## src/rtl/fluid_path_arbiter.sv

```systemverilog
// fluid_path_arbiter: round-robin owner of a shared pump/valve path with a settle/pump/settle transfer FSM
module fluid_path_arbiter #(
    parameter int N_REQ  = 4,
    parameter int CNT_W  = 16,
    parameter int SETTLE = 4
) (
    input  logic                   clk,
    input  logic                   rst_n,
    input  logic [N_REQ-1:0]       req,
    input  logic [N_REQ*CNT_W-1:0] dwell,
    input  logic                   abort,
    output logic [N_REQ-1:0]       grant,
    output logic [N_REQ-1:0]       valve_open,
    output logic                   pump_on,
    output logic [N_REQ-1:0]       done,
    output logic                   aborted,
    output logic                   busy
);
    localparam int IW = $clog2(N_REQ);
    typedef enum logic [2:0] {IDLE, OPEN, PUMP, CLOSE, DONE} state_t;
    state_t state_q, state_d;
    logic [IW-1:0] idx_q, idx_d, ptr_q, ptr_d, win, p;
    logic [CNT_W-1:0] cnt_q, cnt_d, dw_q, dw_d, dw_sel;
    logic ab_q, ab_d, found;
    logic [N_REQ-1:0] oh, grant_q, grant_d, valve_q, valve_d, done_q, done_d;
    logic pump_q, pump_d, aborted_q, aborted_d, busy_q, busy_d;
    // lowest k wins, so the search starts at ptr and wraps upward
    always_comb begin
        win = '0;
        found = 1'b0;
        p = '0;
        for (int k = N_REQ-1; k >= 0; k--) begin
            p = IW'((int'(ptr_q) + k) % N_REQ);
            if (req[p]) begin
                found = 1'b1;
                win = p;
            end
        end
    end
    always_comb begin
        dw_sel = '0;
        for (int i = 0; i < N_REQ; i++)
            if (win == IW'(i)) dw_sel = dwell[i*CNT_W +: CNT_W];
    end
    always_comb begin
        state_d = state_q;
        idx_d = idx_q;
        ptr_d = ptr_q;
        cnt_d = cnt_q;
        dw_d = dw_q;
        ab_d = ab_q;
        case (state_q)
            IDLE: if (found) begin
                state_d = OPEN;
                idx_d = win;
                dw_d = dw_sel;
                cnt_d = CNT_W'(SETTLE);
                ptr_d = (win == IW'(N_REQ-1)) ? '0 : win + 1'b1;
                ab_d = 1'b0;
            end
            OPEN, PUMP: if (abort) begin
                state_d = CLOSE;
                cnt_d = CNT_W'(SETTLE);
                ab_d = 1'b1;
            end else if (cnt_q != CNT_W'(1)) begin
                cnt_d = cnt_q - 1'b1;
            end else if (state_q == OPEN && dw_q != '0) begin
                state_d = PUMP;
                cnt_d = dw_q;
            end else begin
                state_d = CLOSE;
                cnt_d = CNT_W'(SETTLE);
            end
            CLOSE: if (cnt_q == CNT_W'(1)) state_d = DONE; else cnt_d = cnt_q - 1'b1;
            default: state_d = IDLE;
        endcase
        // outputs decode the next state so they line up with the state register
        oh = {{(N_REQ-1){1'b0}}, 1'b1} << idx_d;
        grant_d = (state_d != IDLE) ? oh : '0;
        valve_d = (state_d == OPEN || state_d == PUMP) ? oh : '0;
        pump_d = state_d == PUMP;
        done_d = (state_d == DONE) ? oh : '0;
        aborted_d = state_d == DONE && ab_d;
        busy_d = state_d != IDLE;
    end
    always_ff @(posedge clk) begin
        if (!rst_n) begin
            state_q <= IDLE;
            idx_q <= '0;
            ptr_q <= '0;
            cnt_q <= '0;
            dw_q <= '0;
            ab_q <= 1'b0;
            grant_q <= '0;
            valve_q <= '0;
            pump_q <= 1'b0;
            done_q <= '0;
            aborted_q <= 1'b0;
            busy_q <= 1'b0;
        end else begin
            state_q <= state_d;
            idx_q <= idx_d;
            ptr_q <= ptr_d;
            cnt_q <= cnt_d;
            dw_q <= dw_d;
            ab_q <= ab_d;
            grant_q <= grant_d;
            valve_q <= valve_d;
            pump_q <= pump_d;
            done_q <= done_d;
            aborted_q <= aborted_d;
            busy_q <= busy_d;
        end
    end
    assign grant = grant_q;
    assign valve_open = valve_q;
    assign pump_on = pump_q;
    assign done = done_q;
    assign aborted = aborted_q;
    assign busy = busy_q;
endmodule

```

## config.mk

```make
export PLATFORM = sky130hd
export DESIGN_NAME = fluid_path_arbiter
export DESIGN_NICKNAME = d
export VERILOG_FILES = /design/src/rtl/fluid_path_arbiter.sv
export SDC_FILE = /design/constraint.sdc
export NUM_CORES = 1
export LEC_CHECK = 0
export ABC_AREA = 1
export BUFFER_PORTS_ARGS = -buffer_cell sky130_fd_sc_hd__buf_2
export CORE_MARGIN = 2
export CORE_UTILIZATION = 49
export DETAILED_ROUTE_END_ITERATION = 8
export HOLD_SLACK_MARGIN = 0.08
export PLACE_DENSITY_LB_ADDON = 0.12
export SYNTH_ARGS = -nofsm -noshare
export SYNTH_HDL_FRONTEND = slang
export SYNTH_SLANG_ARGS = --single-unit
```

## constraint.sdc

```tcl
create_clock -name clk -period 2.44 [get_ports clk]
set_input_delay 0.122 -clock clk [delete_from_list [all_inputs] [get_ports clk]]
set_output_delay 0.122 -clock clk [all_outputs]
set_load 0.05 [all_outputs]
```

==> results of run 1 <==
-- kinds of logic (layout without fill, tap and decap cells) --
| logic type | count (synthesis) | count (layout) |
|---|---|---|
| xor+xnor | 10 | 10 |
| buf+inv | 73 | 163 |
| fa+ha+maj | 6 | 6 |
| flops | 55 | 55 |
| simple gates | 238 | 238 |
| mux | 16 | 16 |
| compound gates | 116 | 116 |
-- path summary, 6_finish.rpt --
kind	startpoint	end	slack, ns	cells after the start
worst max-delay path	ptr_q[0]	dw_q[8]	0.23	17
worst min register to register	cnt_q[15]	cnt_q[15]	0.50	2
worst max register to register	ptr_q[0]	dw_q[8]	0.23	17
worst min-delay path	dwell[51]	dw_q[3]	0.1	3
-- synth_stat cells --
library cell  instances
a21oi_1              43
a21oi_2               3
a22oi_1              16
and3_1                1
buf_1                 2
buf_12                1
buf_2                 6
buf_4                 1
buf_6                 2
clkbuf_1              7
dfxtp_1              55
ha_1                  6
inv_1                47
inv_2                 4
inv_4                 1
inv_6                 1
inv_8                 1
mux2i_1              16
nand2_1             103
nand2_2              13
nand2_4               3
nand2_8               1
nand3_1              35
nand3_2               9
nand4_1               4
nand4_4               1
nor2_1               56
nor2_2                7
nor2_4                1
nor3_1                3
o2111ai_1             1
o211ai_1              4
o21ai_0              40
o21ai_1               6
o21ai_2               2
o21bai_1              1
or2_2                 1
xnor2_1               3
xor2_1                7
-- final cells by class --
cell class / count / area (µm²) / share of cell area [%]
timing repair buffer: 101 / 574 / 13.6
inverter: 54 / 218 / 5.15
multi-input combinational: 386 / 2120 / 50.1
sequential: 55 / 1100 / 26.1
clock inverter: 1 / 8.76 / 0.207
clock buffer: 7 / 86.3 / 2.04
tap: 96 / 120 / 2.84
-- report_power, final --
part | switching, W | internal (W)
registers | 0.000249 | 0.00120
logic | 0.00277 | 0.00165
clock network | 0.000304 | 0.000234
-- what timing repair did --
item / CTS / global route
gates cloned: 0 / 0
pin swaps: 0 / 2
resized for setup: 2 / 5
setup buffers: 0 / 1
endpoints found under the setup margin: 16 / 16
hold buffers: 0 / 0
-- state kept, by name, summed over array words and instances, names as in the netlist, 2 cells and up --
name        count
idx_q           2
grant           4
ptr_q           2
cnt_q          16
valve_open      4
done            4
dw_q           16
state_q         3
-- worst max-delay path, delay by kind of cell (launching register included) --
kind | cells | cell delay, ns
DFF | 1 | 0.34
AOI/OAI and AO/OA | 3 | 0.26
muxes | 1 | 0.17
adders and majority gates | 1 | 0.18
buffers and inverters | 6 | 0.75
and+or+nand+nor | 6 | 0.40
-- through the flow --
stage               utilization, %  power (W)
finish                        61.2    0.00641
global route                  61.2    0.00709
CTS                           60.8    0.00630
detailed placement            59.3    0.00573
global placement              59.3    0.00564
floorplan                        -    0.00484
-- routing by layer --
| layer | wire, µm | vias to the layer above | part of all wire (%) |
|---|---|---|---|
| li1 | - | 1882 | - |
| met1 | 3790 | 1662 | 43 |
| met2 | 4530 | 88 | 51 |
| met3 | 320 | 19 | 3.6 |
| met4 | 165 | 0 | 1.9 |
| met5 | 0 | - | 0 |
==> metrics.cfg, run 1 <==
[synth]
synthXorXnorAreaFrac_pct=2.48
synthAdderAreaFrac_pct=2.12
synth_area_leader_cell=dfxtp_1
ys_ff_latch=55
syn_area_per_cell_um2=6.88
netlist-cell-type-count=39
synth.net_count=591
syn_area_um2=3540
synthTopCellsByArea=dfxtp_1 (31%), nand2_1 (11%), a21oi_1 (6.1%)
yosysWarnings=0
syn_inst=514
synth_compound_area_share_pct=18.5
synth_top_family_by_area=simple AND/OR/NAND/NOR gates
synth_top_area_share_pct=31.1
synthSimpleGateAreaFrac_pct=31.8
yosysSeqAreaShare_pct=31.1
synth_mux_area_share_pct=4.53

[drt]
drt-initial-drc-count=187
firstDrtPassIters=4
drt-total-wl_um=8800
drc=0
viasPerCell=5.22
via_count=3651
ant_nets=0
routedWlPerCell_um=12.6

[global_routing]
busiest_layer=met2
gr-usage-met3_pct=2.95
grtUsageMet1_pct=28.5
grt_pass1_wl_um=14700
grt_pass1_vias=3324
overflow=0
grt_max_degree=35
grt_use_total_pct=23.4
antenna_found_initial=0
met2_usage_pct=42.7

[die]
dieArea_um2=7910
die_h_um=89.0
start_util_pct=51.2
core_um2=6910
die_x_um=89.0
ios=86
rows=30

[sta]
fin_skew_ns=0.00756
post-route-period-util_pct=90.6
slew_headroom_pct=63.4
min_period_ns=2.21
report.final.slew_viol_count=0
worst-slew-pin-transition_ns=0.549
hold_slack_ns=0.0970
tns_ns=0
setup_violations=0
setup_slack_ns=0.229
rsz0062_at_grt=no
final-hold-violation-count=0
fmax_ghz=0.452

[cts]
clkSlewWorstSetupHoldPaths_ns=0.10
cts_inserted_buffers=5
cts_tree=done
clkSinkCount=55
clockRootBuffer=clkbuf_8
clock_path_buffers=2
htreeDepth=2
clock_latency_ns=0.31

[layout]
drive_above_1_share_pct=26.7
fin_area_um2=4230
layout.nets=680
n_antenna_cell=0
nFillCells=679
layout_commonest_cell=nand2_1
final_cell_mix=nand2_1 (102), buf_2 (85), nor2_1 (55)
area_delta_synth_final_pct=19.5
final_cells=700

[place]
place_inst=691
post_dp_cell_area_um2=4090
port_buffers=85
gp_congestion=0.904
hpwl_um=6700
pre_cts_ws_ns=-0.396

[worst_setup_path]
cp-start-kind=flip-flop
setup.worst_path.class=reg2reg
crit_path_end_kind=flip-flop
path_cells=buf_12 -> inv_8 -> nand2_2 -> nand2_2 -> nand2_2 -> buf_4 -> nand2_1 -> nand2_1 -> o21ai_2 -> buf_4 -> inv_1 -> ha_1 -> buf_4 -> nand2_1 -> o21ai_0 -> mux2i_1 -> a21oi_1
required_ns=2.64
cp_slowest_cell=dfxtp_2
critPathMaxStageDelay_ns=0.34
cp.arrival_ns=2.41
worstPathMaxFanout=32

[run_status]
status=completed

[power]
irDropWorstVdd_mv=0.681
p_per_area_nw_per_um2=1520
p_leak_nw=2.03

[worst_hold_path]
hp-class=in2reg

[flow_run]
cap_violations=0

No activity file was read; power rests on OpenSTA's default activity.
==> inputs of run 2 (changes only) <==
- ABC_AREA: 1 -> not set
- CORE_UTILIZATION: 49 -> 48
==> metrics.cfg, run 2 <==
[die]
ios=86
dieArea_um2=7340
start_util_pct=50.2
die_x_um=85.7
core_um2=6390
die_h_um=85.7
rows=29

[layout]
drive_above_1_share_pct=29.7
postLayoutCoreUtil_pct=62.7
layout.nets=568
top_regs=cnt_q: 16 flops, dw_q: 16 flops
nFillCells=543
layout_commonest_cell=buf_2
final_cell_mix=buf_2 (85), dfxtp_1 (54), nand2_1 (43)
n_antenna_cell=0
area_delta_synth_final_pct=25.0

[place]
port_buffers=85
gp_congestion=0.939
hpwl_um=6700

[sta]
post-route-period-util_pct=94.1
fmax_ghz=0.435
min_period_ns=2.30
fin_skew_ns=0.0145
rsz0062_at_grt=no
final-hold-violation-count=0
slew_headroom_pct=63.0
worst-slew-pin-transition_ns=0.554
setup_violations=0
report.final.slew_viol_count=0

[worst_setup_path]
cp-start-kind=flip-flop
reg2reg_slack_ns=0.14
setup.worst_path.class=reg2reg
worstPathMaxFanout=15
cp.arrival_ns=2.54
regToRegStartpoint=ptr_q[1]
reg2reg_to=dw_q[2]
required_ns=2.69
crit_path_end_kind=flip-flop
ff2ff_path_depth=11

[synth]
synthTopCellsByArea=dfxtp_1 (34%), nand2_1 (5.2%), a221oi_1 (4.9%)
ys_ff_latch=55
synthTopCellsByCount=dfxtp_1 (55), nand2_1 (44), nor2_1 (32), o21ai_0 (22)
synth_area_leader_cell=dfxtp_1
yosysMostFrequentCell=dfxtp_1
async_flop_share_pct=0
synth-edff-count=0
synth.net_count=475
yosysSeqAreaShare_pct=34.4
yosysWarnings=0
synth_ff_type=dfxtp_1
synth_top_area_share_pct=34.4
syn_inst=398
syn_area_per_cell_um2=8.05
syn_area_um2=3200
netlist-cell-type-count=67

[global_routing]
antenna_found_initial=0
overflow=0
grt_use_total_pct=24.3
grt_max_degree=29
grt_pass1_wl_um=14500
grt_pass1_vias=3054

[flow_run]
cap_violations=0

[cts]
clock_path_buffers=2
cts_inserted_buffers=5
clock_latency_ns=0.31
clockRootBuffer=clkbuf_8
clkSlewWorstSetupHoldPaths_ns=0.09
htreeDepth=2
clkSinkCount=55
cts_tree=done

[run_status]
status=completed

[worst_hold_path]
holdPathStages=5
hp-start=dwell[61]
hp-class=in2reg
min_to=dw_q[13]

[drt]
drt-total-wl_um=8820
drt-initial-drc-count=291
viasPerCell=5.93
firstDrtPassIters=5
routedWlPerCell_um=15.5
ant_nets=0
drc=0
via_count=3377

[power]
p_total_w=0.00407
irDropWorstVdd_mv=0.508
p_leak_nw=1.67
p_per_area_nw_per_um2=1020

-- run 2: cell types whose count changed after synthesis, sizes merged, moves of 25 or more --
| cell | change |
|---|---|
| o21ai | -25 |
| a21oi | -26 |
| nand3 | -39 |
| nor2 | -32 |
| inv | -35 |
| nand2 | -76 |
-- run 2: area by class of cell --
cell class	count	area (µm²)	share of cell area, %
clock buffers	6	72.6	1.81
multi-input cells	295	1940	48.5
well taps	77	96.3	2.41
repair buffers	115	658	16.4
flip-flops and latches	55	1100	27.6
inverters	19	71.3	1.78
clock inverters	2	60.1	1.50
-- run 2: metal layers --
layer / share of wire (%) / track usage [%] / up-vias
met4: 1.1 / 6.20 / 0
met2: 45 / 37.6 / 139
met1: 48 / 36.0 / 1545
met3: 5.8 / 2.69 / 10
li1: - / - / 1683
met5: 0 / 0 / -
-- run 2: timing repair --
item / 4_1_cts / 5_1_grt
gates resized for setup: 2 / 17
hold buffers: 0 / 0
setup endpoints to repair: 11 / 34
pin swaps: 0 / 1
buffers inserted: 0 / 1
-- run 2: cell families (layout without fill, tap and decap cells) --
family                   count (synthesis)  count (layout)  share of synthesized area [%]
AND/OR/NAND/NOR                        152             152                           24.6
buffers and inverters                   48             142                           6.41
AO/OA/AOI/OAI                          133             133                           31.2
adder cells (fa/ha/maj)                  6               6                           2.34
XOR/XNOR                                 3               3                          0.820
flip-flops                              55              55                           34.4
multiplexers                             1               1                          0.313
-- run 2: worst max-delay path by stage --
stage / start / end / slack, ns / depth (start not counted)
3_3_place_gp: ptr_q[1] / dw_q[15] / -0.08 / 10
4_1_cts: ptr_q[1] / dw_q[8] / 0.03 / 10
2_1_floorplan: ptr_q[1] / dw_q[10] / 0.009 / 12
5_1_grt: ptr_q[1] / dw_q[3] / 0.0003 / 11
6_report: ptr_q[1] / dw_q[2] / 0.14 / 11
3_5_place_dp: ptr_q[1] / dw_q[15] / -0.16 / 10
-- run 2: critical path: stages (launching register included) --
cell and delay (ns):
dfxtp_4 0.39, a21oi_1 0.08, o21a_1 0.19, o22a_1 0.26, inv_1 0.10, ha_1 0.16
nor2b_1 0.17, buf_6 0.19, a221oi_1 0.09, o311ai_0 0.37, o21ai_0 0.15, nor2_1 0.09
-- run 2: power breakdown --
group	total, W	internal, W	leakage (nW)	switching (W)
clock	0.000703	0.000410	0.0654	0.000292
combinational	0.00212	0.000855	1.15	0.00126
sequential	0.00125	0.00109	0.452	0.000158
total	0.00407	0.00236	1.67	0.00171
-- run 2: through the flow --
| stage | setup WS (ns) | hold slack [ns] | setup TNS [ns] | std cells | instance area [µm²] |
|---|---|---|---|---|---|
| final | 0.143 | 0.178 | 0 | 569 | 4010 |
| after global placement | -0.0834 | 0.459 | -0.0834 | 560 | 3810 |
| after detailed placement | -0.156 | 0.474 | -0.410 | 560 | 3810 |
| after floorplan | 0.00904 | 0.328 | 0 | 398 | 3210 |
| after CTS | 0.0256 | 0.178 | 0 | 568 | 3950 |
| after global routing | 0.000330 | 0.197 | 0 | 569 | 4010 |
